## config.mk

```make
export PLATFORM = sky130hd
export DESIGN_NAME = mem_router
export DESIGN_NICKNAME = d
export VERILOG_FILES = /design/src/rtl/mem_router_pkg.sv /design/src/rtl/mem_region_decode.sv /design/src/rtl/mem_router.sv
export SDC_FILE = /design/constraint.sdc
export NUM_CORES = 1
export LEC_CHECK = 0
export BUFFER_PORTS_ARGS = -buffer_cell sky130_fd_sc_hd__buf_4
export CAP_MARGIN = 40
export CORE_MARGIN = 1
export CORE_UTILIZATION = 52
export CTS_BUF_LIST = sky130_fd_sc_hd__clkbuf_2
export CTS_CLUSTER_SIZE = 20
export DETAILED_ROUTE_END_ITERATION = 8
export PLACE_DENSITY = 0.83
export SYNTH_ARGS = -nofsm -noshare
export SYNTH_HDL_FRONTEND = slang
export SYNTH_HIERARCHICAL = 1
export SYNTH_SLANG_ARGS = --single-unit
```

## constraint.sdc

```tcl
create_clock -name clk -period 3.6 [get_ports clk]
set_clock_uncertainty 0.1 [all_clocks]
set_input_delay 0.72 -clock clk [delete_from_list [all_inputs] [get_ports clk]]
set_output_delay 0.72 -clock clk [all_outputs]
set_load 0.02 [all_outputs]
```

## src/rtl/mem_router_pkg.sv

```systemverilog
// mem_router_pkg -- shared types and constants for the mem_router slice.
//   state_e        : router FSM states (IDLE, BUSY, RESP)
//   DEF_SLV_BASE   : default packed region bases (2 x 32 bit, index 0 in LSBs)
//   DEF_SLV_MASK   : default packed region masks
//   idx_w()        : width of a region index for a given region count
//   sat_inc()      : 32-bit increment that sticks at all-ones
package mem_router_pkg;

  typedef enum logic [1:0] {
    IDLE = 2'd0,
    BUSY = 2'd1,
    RESP = 2'd2
  } state_e;

  localparam logic [63:0] DEF_SLV_BASE = {32'h0000_7F00, 32'h0000_2000};
  localparam logic [63:0] DEF_SLV_MASK = {32'hFFFF_FF00, 32'hFFFF_F000};

  // A single region still needs a 1-bit index signal.
  function automatic int unsigned idx_w(input int unsigned n);
    return (n > 1) ? $clog2(n) : 1;
  endfunction

  function automatic logic [31:0] sat_inc(input logic [31:0] v);
    return (v == '1) ? v : v + 32'd1;
  endfunction

endpackage

```

## src/rtl/mem_region_decode.sv

```systemverilog
// mem_region_decode -- combinational address-to-region decode.
//   addr   in  DW     request address
//   match  out N_SLV  per-region match, (addr & mask[i]) == base[i]
//   idx    out IW     lowest matching region index (0 when no hit)
//   hit    out 1      at least one region matches
module mem_region_decode
  import mem_router_pkg::*;
#(
  parameter int unsigned             N_SLV    = 2,
  parameter int unsigned             DW       = 32,
  parameter logic [N_SLV*DW-1:0]     SLV_BASE = DEF_SLV_BASE,
  parameter logic [N_SLV*DW-1:0]     SLV_MASK = DEF_SLV_MASK,
  parameter int unsigned             IW       = idx_w(N_SLV)
) (
  input  logic [DW-1:0]    addr,
  output logic [N_SLV-1:0] match,
  output logic [IW-1:0]    idx,
  output logic             hit
);

  always_comb begin
    match = '0;
    for (int unsigned i = 0; i < N_SLV; i++) begin
      match[i] = ((addr & SLV_MASK[i*DW +: DW]) == SLV_BASE[i*DW +: DW]);
    end
  end

  // Scan upward and keep the first hit so overlapping regions resolve
  // to the lowest index.
  always_comb begin
    hit = 1'b0;
    idx = '0;
    for (int unsigned i = 0; i < N_SLV; i++) begin
      if (match[i] && !hit) begin
        hit = 1'b1;
        idx = i[IW-1:0];
      end
    end
  end

endmodule

```

## src/rtl/mem_router.sv

```systemverilog
// mem_router -- routes a single upstream load/store to one of N_SLV regions.
//   clk, rstn        clock (rising edge), asynchronous active-low reset
//   re, we          upstream read / write request, held until done
//   addr, wdata     request address / store data
//   rdata           load data, valid while done is high
//   done, err       one-cycle completion pulse / error flag qualified by done
//   s_re, s_we      per-region read / write strobes
//   s_addr, s_wdata latched address / store data shared by all regions
//   s_rdata, s_done per-region read data / completion
//   acc_cnt         per-region completed-access counters (32 bit each, saturating)
//   err_cnt         error completion counter (saturating)
// Build option: define MEM_ROUTER_TIMEOUT_EN to abort a BUSY access after
// TIMEOUT_CYC cycles without s_done; otherwise BUSY waits indefinitely.
module mem_router
  import mem_router_pkg::*;
#(
  parameter int unsigned         N_SLV       = 2,
  parameter int unsigned         DW          = 32,
  parameter logic [N_SLV*DW-1:0] SLV_BASE    = DEF_SLV_BASE,
  parameter logic [N_SLV*DW-1:0] SLV_MASK    = DEF_SLV_MASK,
  parameter int unsigned         TIMEOUT_CYC = 255
) (
  input  logic                clk,
  input  logic                rstn,
  input  logic                re,
  input  logic                we,
  input  logic [DW-1:0]       addr,
  input  logic [DW-1:0]       wdata,
  output logic [DW-1:0]       rdata,
  output logic                done,
  output logic                err,
  output logic [N_SLV-1:0]    s_re,
  output logic [N_SLV-1:0]    s_we,
  output logic [DW-1:0]       s_addr,
  output logic [DW-1:0]       s_wdata,
  input  logic [N_SLV*DW-1:0] s_rdata,
  input  logic [N_SLV-1:0]    s_done,
  output logic [N_SLV*32-1:0] acc_cnt,
  output logic [31:0]         err_cnt
);

  localparam int unsigned IW = idx_w(N_SLV);

  state_e                  state_q, state_d;
  logic                    op_we_q, op_we_d;
  logic [IW-1:0]           idx_q, idx_d;
  logic [DW-1:0]           s_addr_q, s_addr_d;
  logic [DW-1:0]           s_wdata_q, s_wdata_d;
  logic [N_SLV-1:0]        s_re_q, s_re_d;
  logic [N_SLV-1:0]        s_we_q, s_we_d;
  logic [DW-1:0]           rdata_q, rdata_d;
  logic                    done_q, done_d;
  logic                    err_q, err_d;
  logic [N_SLV-1:0][31:0]  acc_cnt_q, acc_cnt_d;
  logic [31:0]             err_cnt_q, err_cnt_d;

  logic [N_SLV-1:0]        unused_match;
  logic [IW-1:0]           dec_idx;
  logic                    dec_hit;
  logic                    sel_done;
  logic [DW-1:0]           sel_rdata;

`ifdef MEM_ROUTER_TIMEOUT_EN
  localparam logic [31:0] TMO_LAST = (TIMEOUT_CYC == 0) ? 32'd0 : 32'(TIMEOUT_CYC - 1);
  logic [31:0] tmo_q, tmo_d;
`else
  logic unused_tmo;
  assign unused_tmo = ^TIMEOUT_CYC;
`endif

  mem_region_decode #(
    .N_SLV    (N_SLV),
    .DW       (DW),
    .SLV_BASE (SLV_BASE),
    .SLV_MASK (SLV_MASK),
    .IW       (IW)
  ) u_decode (
    .addr  (addr),
    .match (unused_match),
    .idx   (dec_idx),
    .hit   (dec_hit)
  );

  // Only the latched region's completion and data are observed.
  assign sel_done  = s_done[idx_q];
  assign sel_rdata = s_rdata[idx_q*DW +: DW];

  always_comb begin
    state_d   = state_q;
    op_we_d   = op_we_q;
    idx_d     = idx_q;
    s_addr_d  = s_addr_q;
    s_wdata_d = s_wdata_q;
    s_re_d    = s_re_q;
    s_we_d    = s_we_q;
    rdata_d   = rdata_q;
    err_d     = err_q;
    done_d    = 1'b0;
    acc_cnt_d = acc_cnt_q;
    err_cnt_d = err_cnt_q;
`ifdef MEM_ROUTER_TIMEOUT_EN
    tmo_d     = tmo_q;
`endif

    unique case (state_q)
      IDLE: begin
        if (re || we) begin
          if ((re ^ we) && dec_hit) begin
            op_we_d         = we;
            idx_d           = dec_idx;
            s_addr_d        = addr;
            s_wdata_d       = wdata;
            s_re_d          = '0;
            s_we_d          = '0;
            s_re_d[dec_idx] = re;
            s_we_d[dec_idx] = we;
`ifdef MEM_ROUTER_TIMEOUT_EN
            tmo_d           = '0;
`endif
            state_d         = BUSY;
          end else begin
            rdata_d   = '0;
            err_d     = 1'b1;
            done_d    = 1'b1;
            err_cnt_d = sat_inc(err_cnt_q);
            state_d   = RESP;
          end
        end
      end

      BUSY: begin
        if (sel_done) begin
          rdata_d          = op_we_q ? '0 : sel_rdata;
          err_d            = 1'b0;
          done_d           = 1'b1;
          s_re_d           = '0;
          s_we_d           = '0;
          acc_cnt_d[idx_q] = sat_inc(acc_cnt_q[idx_q]);
          state_d          = RESP;
        end
`ifdef MEM_ROUTER_TIMEOUT_EN
        else if (tmo_q == TMO_LAST) begin
          rdata_d   = '0;
          err_d     = 1'b1;
          done_d    = 1'b1;
          s_re_d    = '0;
          s_we_d    = '0;
          err_cnt_d = sat_inc(err_cnt_q);
          state_d   = RESP;
        end else begin
          tmo_d = tmo_q + 32'd1;
        end
`endif
      end

      RESP: begin
        state_d = IDLE;
      end

      default: begin
        state_d = IDLE;
      end
    endcase
  end

  always_ff @(posedge clk or negedge rstn) begin
    if (!rstn) begin
      state_q   <= IDLE;
      op_we_q   <= 1'b0;
      idx_q     <= '0;
      s_addr_q  <= '0;
      s_wdata_q <= '0;
      s_re_q    <= '0;
      s_we_q    <= '0;
      rdata_q   <= '0;
      done_q    <= 1'b0;
      err_q     <= 1'b0;
      acc_cnt_q <= '0;
      err_cnt_q <= '0;
`ifdef MEM_ROUTER_TIMEOUT_EN
      tmo_q     <= '0;
`endif
    end else begin
      state_q   <= state_d;
      op_we_q   <= op_we_d;
      idx_q     <= idx_d;
      s_addr_q  <= s_addr_d;
      s_wdata_q <= s_wdata_d;
      s_re_q    <= s_re_d;
      s_we_q    <= s_we_d;
      rdata_q   <= rdata_d;
      done_q    <= done_d;
      err_q     <= err_d;
      acc_cnt_q <= acc_cnt_d;
      err_cnt_q <= err_cnt_d;
`ifdef MEM_ROUTER_TIMEOUT_EN
      tmo_q     <= tmo_d;
`endif
    end
  end

  assign rdata   = rdata_q;
  assign done    = done_q;
  assign err     = err_q;
  assign s_re    = s_re_q;
  assign s_we    = s_we_q;
  assign s_addr  = s_addr_q;
  assign s_wdata = s_wdata_q;
  assign acc_cnt = acc_cnt_q;
  assign err_cnt = err_cnt_q;

endmodule

```

* Word level (Yosys, flattened, before mapping)
Index checks and enable logic that the tools add are counted.
Operators by class: add/sub/neg operators 2, $lt $le $gt $ge 4, equality and inequality tests 9, shift operators 1, muxes and demuxes 37, bitwise gates (word level) 5, reductions and logical operators 14
Operators by type and width (count):
- $mux 32 | 8
- $add 32x1->32 const B | 2
- $bwmux 64 | 1
- $eq 32x32->1 const B | 2
- $pmux 32 s2 | 1
- $shiftx 64x7->32 | 1
- $demux 32 s1 | 1
- $eq 24x7->1 const B | 1
- $eq 20x2->1 const B | 1
- $mux 2 | 8
- $mux 1 | 12
- $pmux 2 s2 | 3
- $reduce_and 4->1 | 3
- $ne 2x2->1 const B | 4
- $and 2x2->2 | 2
- $logic_and 1x1->1 | 4
- $lt 1x2->1 const B | 2
- $pmux 1 s2 | 2
- $reduce_and 2->1 | 2
- $reduce_and 3->1 | 1
- $eq 2x1->1 const B | 1
- $ge 1x1->1 const B | 2
- $logic_not 2->1 | 1
- $not 1->1 | 2
- other kinds (5) | 5
Word-level totals: register bits after elaboration 202, input bits 134, word-level logic and storage cells 85

* Longest topological paths before layout
Gate-level depths: netlist of the first run.
depth after elaboration 13, depth in mapped cells 14, gate-level depth less buffers 9

* Cells and area by module
The synthesis of the first run kept the hierarchy.
By module, submodules not included:
- mem_router | instances 1, cells each 785, area an instance 9218.8 µm², seq. area each 5054.8 µm²
- mem_region_decode | instances 1, cells each 13, area an instance 97.6 µm², seq. area each 0.0 µm²

* Worst setup path after synthesis of the first run
OpenSTA, ideal clock, no wires.
path type flip-flop to flip-flop, start point register idx_q, end point register acc_cnt_q, in the netlist acc_cnt[54], library setup time 0.125 ns, arrival time 2.872 ns, required time 3.375 ns, setup slack 0.503 ns, stages on the path, launching flop included 14, path buffers 5, cell sequence dfrtp_1 buf_6 buf_8 buf_6 buf_2 mux2_2 ha_1 nand4b_1 a221oi_2 and3_1 buf_2 nand3b_1 a211oi_1 mux2_2
Between the ends: word-level cells in the longest chain between the ends 5
Ends and longest elaborated chain:
- start, declared | RTL line mem_router.sv:46 | logic [IW-1:0] idx_q, idx_d;
- start signal, assigned | RTL line mem_router.sv:186 | idx_q <= idx_d;
- $mux 32 (implied by the code), or another cell as far along | RTL line mem_router.sv:138 | acc_cnt_d[idx_q] = sat_inc(acc_cnt_q[idx_q]);
- $mux 32 (implied by the code) / $logic_and 1x1->1 (equally long branches) | RTL line mem_router.sv:138
- $add 32x1->32, or another cell as far along | RTL line mem_router_pkg.sv:24 | return (v == '1) ? v : v + 32'd1;
- $mux 32 / $demux 32 s1 (equally long branches) | RTL line mem_router_pkg.sv:24, mem_router.sv:138
- $bwmux 64 | RTL line mem_router.sv:138
- end signal, assigned | RTL line mem_router.sv:194 | acc_cnt_q <= acc_cnt_d;
- end, declared | RTL line mem_router.sv:54 | logic [N_SLV-1:0][31:0] acc_cnt_q, acc_cnt_d;
Several ways; a longest one is shown, not always the timed one. The select of a mux whose other input is x is not followed. A chain may end at the register's enable or synchronous reset.

* Worst setup path in the final report of the first run
start point input port addr[21], end point register s_addr_q[1], in the netlist s_addr[1]
Between the ends: word-level cells in the longest chain between the ends 7
Ends and longest elaborated chain:
- start, declared | RTL line mem_router.sv:27 | input logic [DW-1:0] addr,
- $eq 20x2->1 | RTL line mem_region_decode.sv:24 | match[i] = ((addr & SLV_MASK[i*DW +: DW]) == SLV_BASE[i*DW +: DW]);
- $mux 1 | RTL line mem_region_decode.sv:34 | if (match[i] && !hit) begin
- $logic_not 1->1 | RTL line mem_region_decode.sv:34
- $logic_and 1x1->1 | RTL line mem_region_decode.sv:34
- $mux 1 (*) | RTL line mem_region_decode.sv:34
- via dec_hit | RTL line mem_router.sv:59 | logic dec_hit;
- $logic_and 1x1->1 (*) | RTL line mem_router.sv:108 | if ((re ^ we) && dec_hit) begin
- $reduce_and 3->1 (no line) (*)
- end signal, assigned | RTL line mem_router.sv:187 | s_addr_q <= s_addr_d;
- end, declared | RTL line mem_router.sv:47 | logic [DW-1:0] s_addr_q, s_addr_d;
The timed path passes the listed nets; every way through them passes the cells marked *.

==> results.json, run 1 <==
{
  "path_clk_slew_ps": 120,
  "fp.dieH_microns": 136,
  "r2r_slack_ps": 500,
  "required_ps": 4150,
  "grt-ovfl-total": 0,
  "cts_sinks": 202,
  "cts_max_path_buffers": 3,
  "met3_usage_pct": 7.52,
  "synth.cell_area_sq_um": 9310,
  "io_pins": 332,
  "timing.rr.end": "acc_cnt[54]",
  "drv_cap": 0,
  "post_cts_resize_count": 0,
  "worstPathMaxFanout": 64,
  "synth.net_count": 933,
  "clockRootBuffer": "clkbuf_2",
  "vias": 8336,
  "viasPerCell": 5.63,
  "synth.avg_cell_area_sq_um": 11.7,
  "grtUsageMet1_pct": 36.1,
  "cts_htree_levels": 2,
  "min_period_ps": 3110,
  "tightest_slew_ps": 741,
  "final_util_pct": 75.3,
  "fin_tns_setup_ps": 0,
  "slew_viol_final": 0,
  "top_usage_layer": "met2",
  "grt_pass1_vias": 8457,
  "critPathCaptureType": "flip-flop",
  "grt_start_max_net_pins": 92,
  "hpwl_microns": 19300,
  "layout-drive-gt1-share_pct": 41.2,
  "port_buffers": 331,
  "power_density_nw_per_um2": 334,
  "syn2layout_area_growth_pct": 40.8,
  "crit_path_start_kind": "input pin",
  "antenna_found_initial": 3,
  "post-route-drc-count": 0,
  "fp.coreArea_sq_um": 17400,
  "wirelength_microns": 29200,
  "grt_usage_pct": 31.1,
  "detail_route.first_pass.iterations": 5,
  "hold_class": "in2reg",
  "p_leak_nw": 6.77,
  "fin_hold_ws_ps": 58.8,
  "num-fill-cells": 1181,
  "layout_commonest_cell": "buf_4",
  "ant_nets": 0,
  "rows": 48,
  "whs_endpoint": "s_addr[18]",
  "rr_startpoint": "idx_q",
  "hold_viol_final": 0,
  "layout_common_cells": "344 x buf_4, 201 x dfrtp_1, 98 x nand2_1",
  "synthCells": 796,
  "die_x_microns": 136,
  "clk-insertion-delay-late_ps": 780,
  "status": "complete, no violations",
  "worstSetupPathType": "in2reg",
  "finalCritPeriodShare_pct": 86.5,
  "worstHoldStart": "addr[18]",
  "min_path_cells": 2,
  "ir_worst_vdd_mv": 0.271,
  "dieArea_sq_um": 18400,
  "drtIter0Drc": 455,
  "gp_congestion": 0.860,
  "grt_pass1_wl_microns": 44300,
  "cts_made_buffers": 51,
  "cts_tree": "done",
  "wl_per_cell_microns": 19.7,
  "nets": 1358,
  "r2r_cells": 7,
  "ys_warn_count": 6,
  "setup_viol": 0,
  "start_util_pct": 53.4,
  "max_freq_mhz": 321,
  "critPathArrivalTime_ps": 3660,
  "slew_headroom_pct": 50.6,
  "rsz0062_at_grt": "no",
  "grtUsageMet2_pct": 53.9
}
metrics by stage:
stage | instances | total power [W] | worst slack [ps] | cell area, sq um
detailed placement | 1334 | 0.00284 | 491 | 12100
global placement | 1334 | 0.00283 | 556 | 12100
finish | 1481 | 0.00438 | 485 | 13100
global route | 1481 | 0.00458 | 408 | 13100
CTS | 1468 | 0.00435 | 570 | 13000
floorplan | 796 | 0.00257 | 503 | 9310
metal layers:
metal / wire length (microns) / vias up
met5: 0 / -
met4: 1210 / 0
met3: 2220 / 96
met2: 15100 / 398
met1: 10600 / 4115
li1: - / 3727
critical path, cell delays in order:
cell	delay, ps
dlygate4sd3_1	540
buf_4	140
nor4_1	410
nand3_1	290
a211oi_2	420
nand2_1	170
nor2b_4	220
buf_12	320
mux2_2	380
final cells by class:
class / instances / area, sq um / share of cell area [%]
Tap cell: 225 / 282 / 2.15
Multi-Input combinational cell: 549 / 4050 / 30.9
Clock buffer: 76 / 380 / 2.90
Sequential cell: 202 / 5060 / 38.6
Clock inverter: 9 / 42.5 / 0.325
Inverter: 10 / 37.5 / 0.286
Antenna cell: 3 / 7.51 / 0.0573
Timing Repair Buffer: 407 / 3250 / 24.8
how the worst max path moves through the flow:
stage | start | endpoint | slack, ps
5_1_grt | idx_q | acc_cnt[54] | 410
4_1_cts | idx_q | acc_cnt[54] | 570
3_5_place_dp | addr[26] | s_addr[17] | 490
2_1_floorplan | idx_q | acc_cnt[54] | 500
6_report | addr[21] | s_addr[1] | 490
3_3_place_gp | addr[22] | s_addr[18] | 560
power breakdown:
part	switching (W)	internal (W)	leakage (nW)
logic	0.000243	0.000249	3.67
clock network	0.000959	0.000555	0.332
registers	0.0000663	0.00231	2.76
total	0.00127	0.00311	6.77
what timing repair did:
action,CTS,global route
setup buffers,0,0
hold endpoints to repair,134,10
hold buffers,49,10
state kept, by name (all words and copies together), names as in the netlist:
name / flops
acc_cnt: 64
done: 1
err: 1
err_cnt: 32
idx_q: 1
op_we_q: 1
rdata: 32
s_addr: 32
s_re: 2
s_wdata: 32
s_we: 2
state_q: 2
Note: power is estimated with default switching activity, not from simulation.
==> run 2: changes to the inputs <==
--- a/config.mk
+++ b/config.mk
@@ -7,7 +7,7 @@
 export LEC_CHECK = 0
 export BUFFER_PORTS_ARGS = -buffer_cell sky130_fd_sc_hd__buf_4
 export CAP_MARGIN = 40
-export CORE_MARGIN = 1
+export CORE_MARGIN = 4
 export CORE_UTILIZATION = 52
 export CTS_BUF_LIST = sky130_fd_sc_hd__clkbuf_2
 export CTS_CLUSTER_SIZE = 20
==> run 2 against run 1 <==
Global-route usage down 2.2 points; sequential share of layout area is 0.085 points higher; die area grew 9.0%; clock-buffer cell count decreased by 1; fmax is 6.0% lower; via count decreased by 2.9%; flip-flop and latch count did not move; cell area decreased by 0.22%; core utilization fell by 0.17 points; cell count down 0.47%; critical endpoint is now s_wdata[30]; largest cell class unchanged.
==> results.json, run 2 (synthesis gave the netlist of run 1 again) <==
{
  "cts_made_buffers": 52,
  "final_util_pct": 75.1,
  "worstSetupPathType": "in2reg",
  "cts_sinks": 202,
  "antenna_found_initial": 2,
  "nets": 1354,
  "min_path_cells": 2,
  "drtIter0Drc": 367,
  "grt_start_max_net_pins": 85,
  "ir_worst_vdd_mv": 0.234,
  "hpwl_microns": 19900,
  "worstHoldStart": "addr[29]",
  "r2r_slack_ps": 400,
  "slew_viol_final": 0,
  "port_buffers": 331,
  "fp.coreArea_sq_um": 17400,
  "rows": 48,
  "fp.dieH_microns": 142,
  "detail_route.first_pass.iterations": 5,
  "regArea_sq_um": 5060,
  "whs_endpoint": "s_addr[29]",
  "layout_common_cells": "341 x buf_4, 201 x dfrtp_1, 98 x nand2_1",
  "p_leak_nw": 6.75,
  "cts_tree": "done",
  "critPathArrivalTime_ps": 3850,
  "power_density_nw_per_um2": 337,
  "required_ps": 4130,
  "finalCritPeriodShare_pct": 92.0,
  "grt_pass1_vias": 8529,
  "vias": 8097,
  "path_clk_slew_ps": 100,
  "timing.rr.end": "acc_cnt[54]",
  "num-fill-cells": 1166,
  "rsz0062_at_grt": "no",
  "ant_nets": 0,
  "critPathCaptureType": "flip-flop",
  "wl_per_cell_microns": 19.8,
  "status": "complete, no violations",
  "post-cts-setup-buffer-count": 0,
  "tightest_slew_ps": 677,
  "post-route-drc-count": 0,
  "r2r_cells": 8,
  "multiInputGateArea_sq_um": 4050,
  "io_pins": 332,
  "wirelength_microns": 29200,
  "viasPerCell": 5.49,
  "post_cts_resize_count": 0,
  "drv_cap": 0,
  "clockRootBuffer": "clkbuf_2",
  "grt_pass1_wl_microns": 46100,
  "setup_viol": 0,
  "fin_tns_setup_ps": 0,
  "gp_congestion": 0.836,
  "min_period_ps": 3310,
  "cts_htree_levels": 2,
  "max_freq_mhz": 302,
  "layout-drive-gt1-share_pct": 41.1,
  "layout_commonest_cell": "buf_4",
  "grt_usage_pct": 28.9,
  "rr_startpoint": "idx_q",
  "largest_reg_flops": 64,
  "start_util_pct": 53.4,
  "worstPathMaxFanout": 64,
  "grt-ovfl-total": 0,
  "syn2layout_area_growth_pct": 40.5,
  "die_x_microns": 142,
  "crit_path_start_kind": "input pin",
  "hold_viol_final": 0,
  "clk-insertion-delay-late_ps": 830,
  "dieArea_sq_um": 20100,
  "cts_max_path_buffers": 3,
  "slew_headroom_pct": 54.9,
  "hold_class": "in2reg"
}
-- run 2: timing repair --
action	CTS	global route
setup endpoints to repair	0	0
hold buffers	52	5
endpoints found under the hold margin	117	5
-- run 2: layer usage --
layer	GRT usage (%)	up-vias	share of wire (%)
li1	-	3716	-
met1	32.3	3893	35
met2	51.0	383	52
met3	8.12	105	8.5
met4	13.3	0	4.9
met5	0	-	0
-- run 2: layout make-up --
class	count	area share, %
flip-flops and latches	202	38.7
multi-input cells	549	31.0
clock buffers	75	2.87
clock inverters	8	0.469
well taps	225	2.15
inverters	10	0.287
repair buffers	402	24.5
diodes	3	0.0574
-- run 2: how the worst max path moves through the flow --
stage             endpoint  startpoint  cells after the start
6_report       s_wdata[30]    addr[22]                      9
5_1_grt        acc_cnt[54]       idx_q                      8
4_1_cts        acc_cnt[54]       idx_q                      8
3_5_place_dp    s_wdata[0]    addr[22]                      8
3_3_place_gp    s_addr[27]    addr[18]                      8
2_1_floorplan  acc_cnt[54]       idx_q                     13
-- run 2: through the flow --
stage | hold WS (ps) | std cells | power (W) | worst slack (ps) | instance area, sq um
floorplan | 324 | 796 | 0.00257 | 503 | 9310
global placement | 362 | 1331 | 0.00283 | 503 | 12100
detailed placement | 368 | 1331 | 0.00284 | 409 | 12100
CTS | 0.767 | 1466 | 0.00440 | 471 | 13000
global route | 2.65 | 1473 | 0.00462 | 277 | 13100
finish | 62.8 | 1474 | 0.00440 | 287 | 13100
-- run 2: report_power, final --
part | total, W | switching [W] | internal (W)
Combinational | 0.000480 | 0.000234 | 0.000246
Clock | 0.00155 | 0.000934 | 0.000618
Sequential | 0.00237 | 0.0000623 | 0.00231
Total | 0.00440 | 0.00123 | 0.00317
-- run 2: worst max-delay path, cell delays in order --
cell,delay (ps)
dlygate4sd3_1,550
buf_4,150
nor4_1,510
nand3_1,330
a211oi_2,420
nand2_1,170
nor2b_4,210
buf_12,320
mux2_2,400
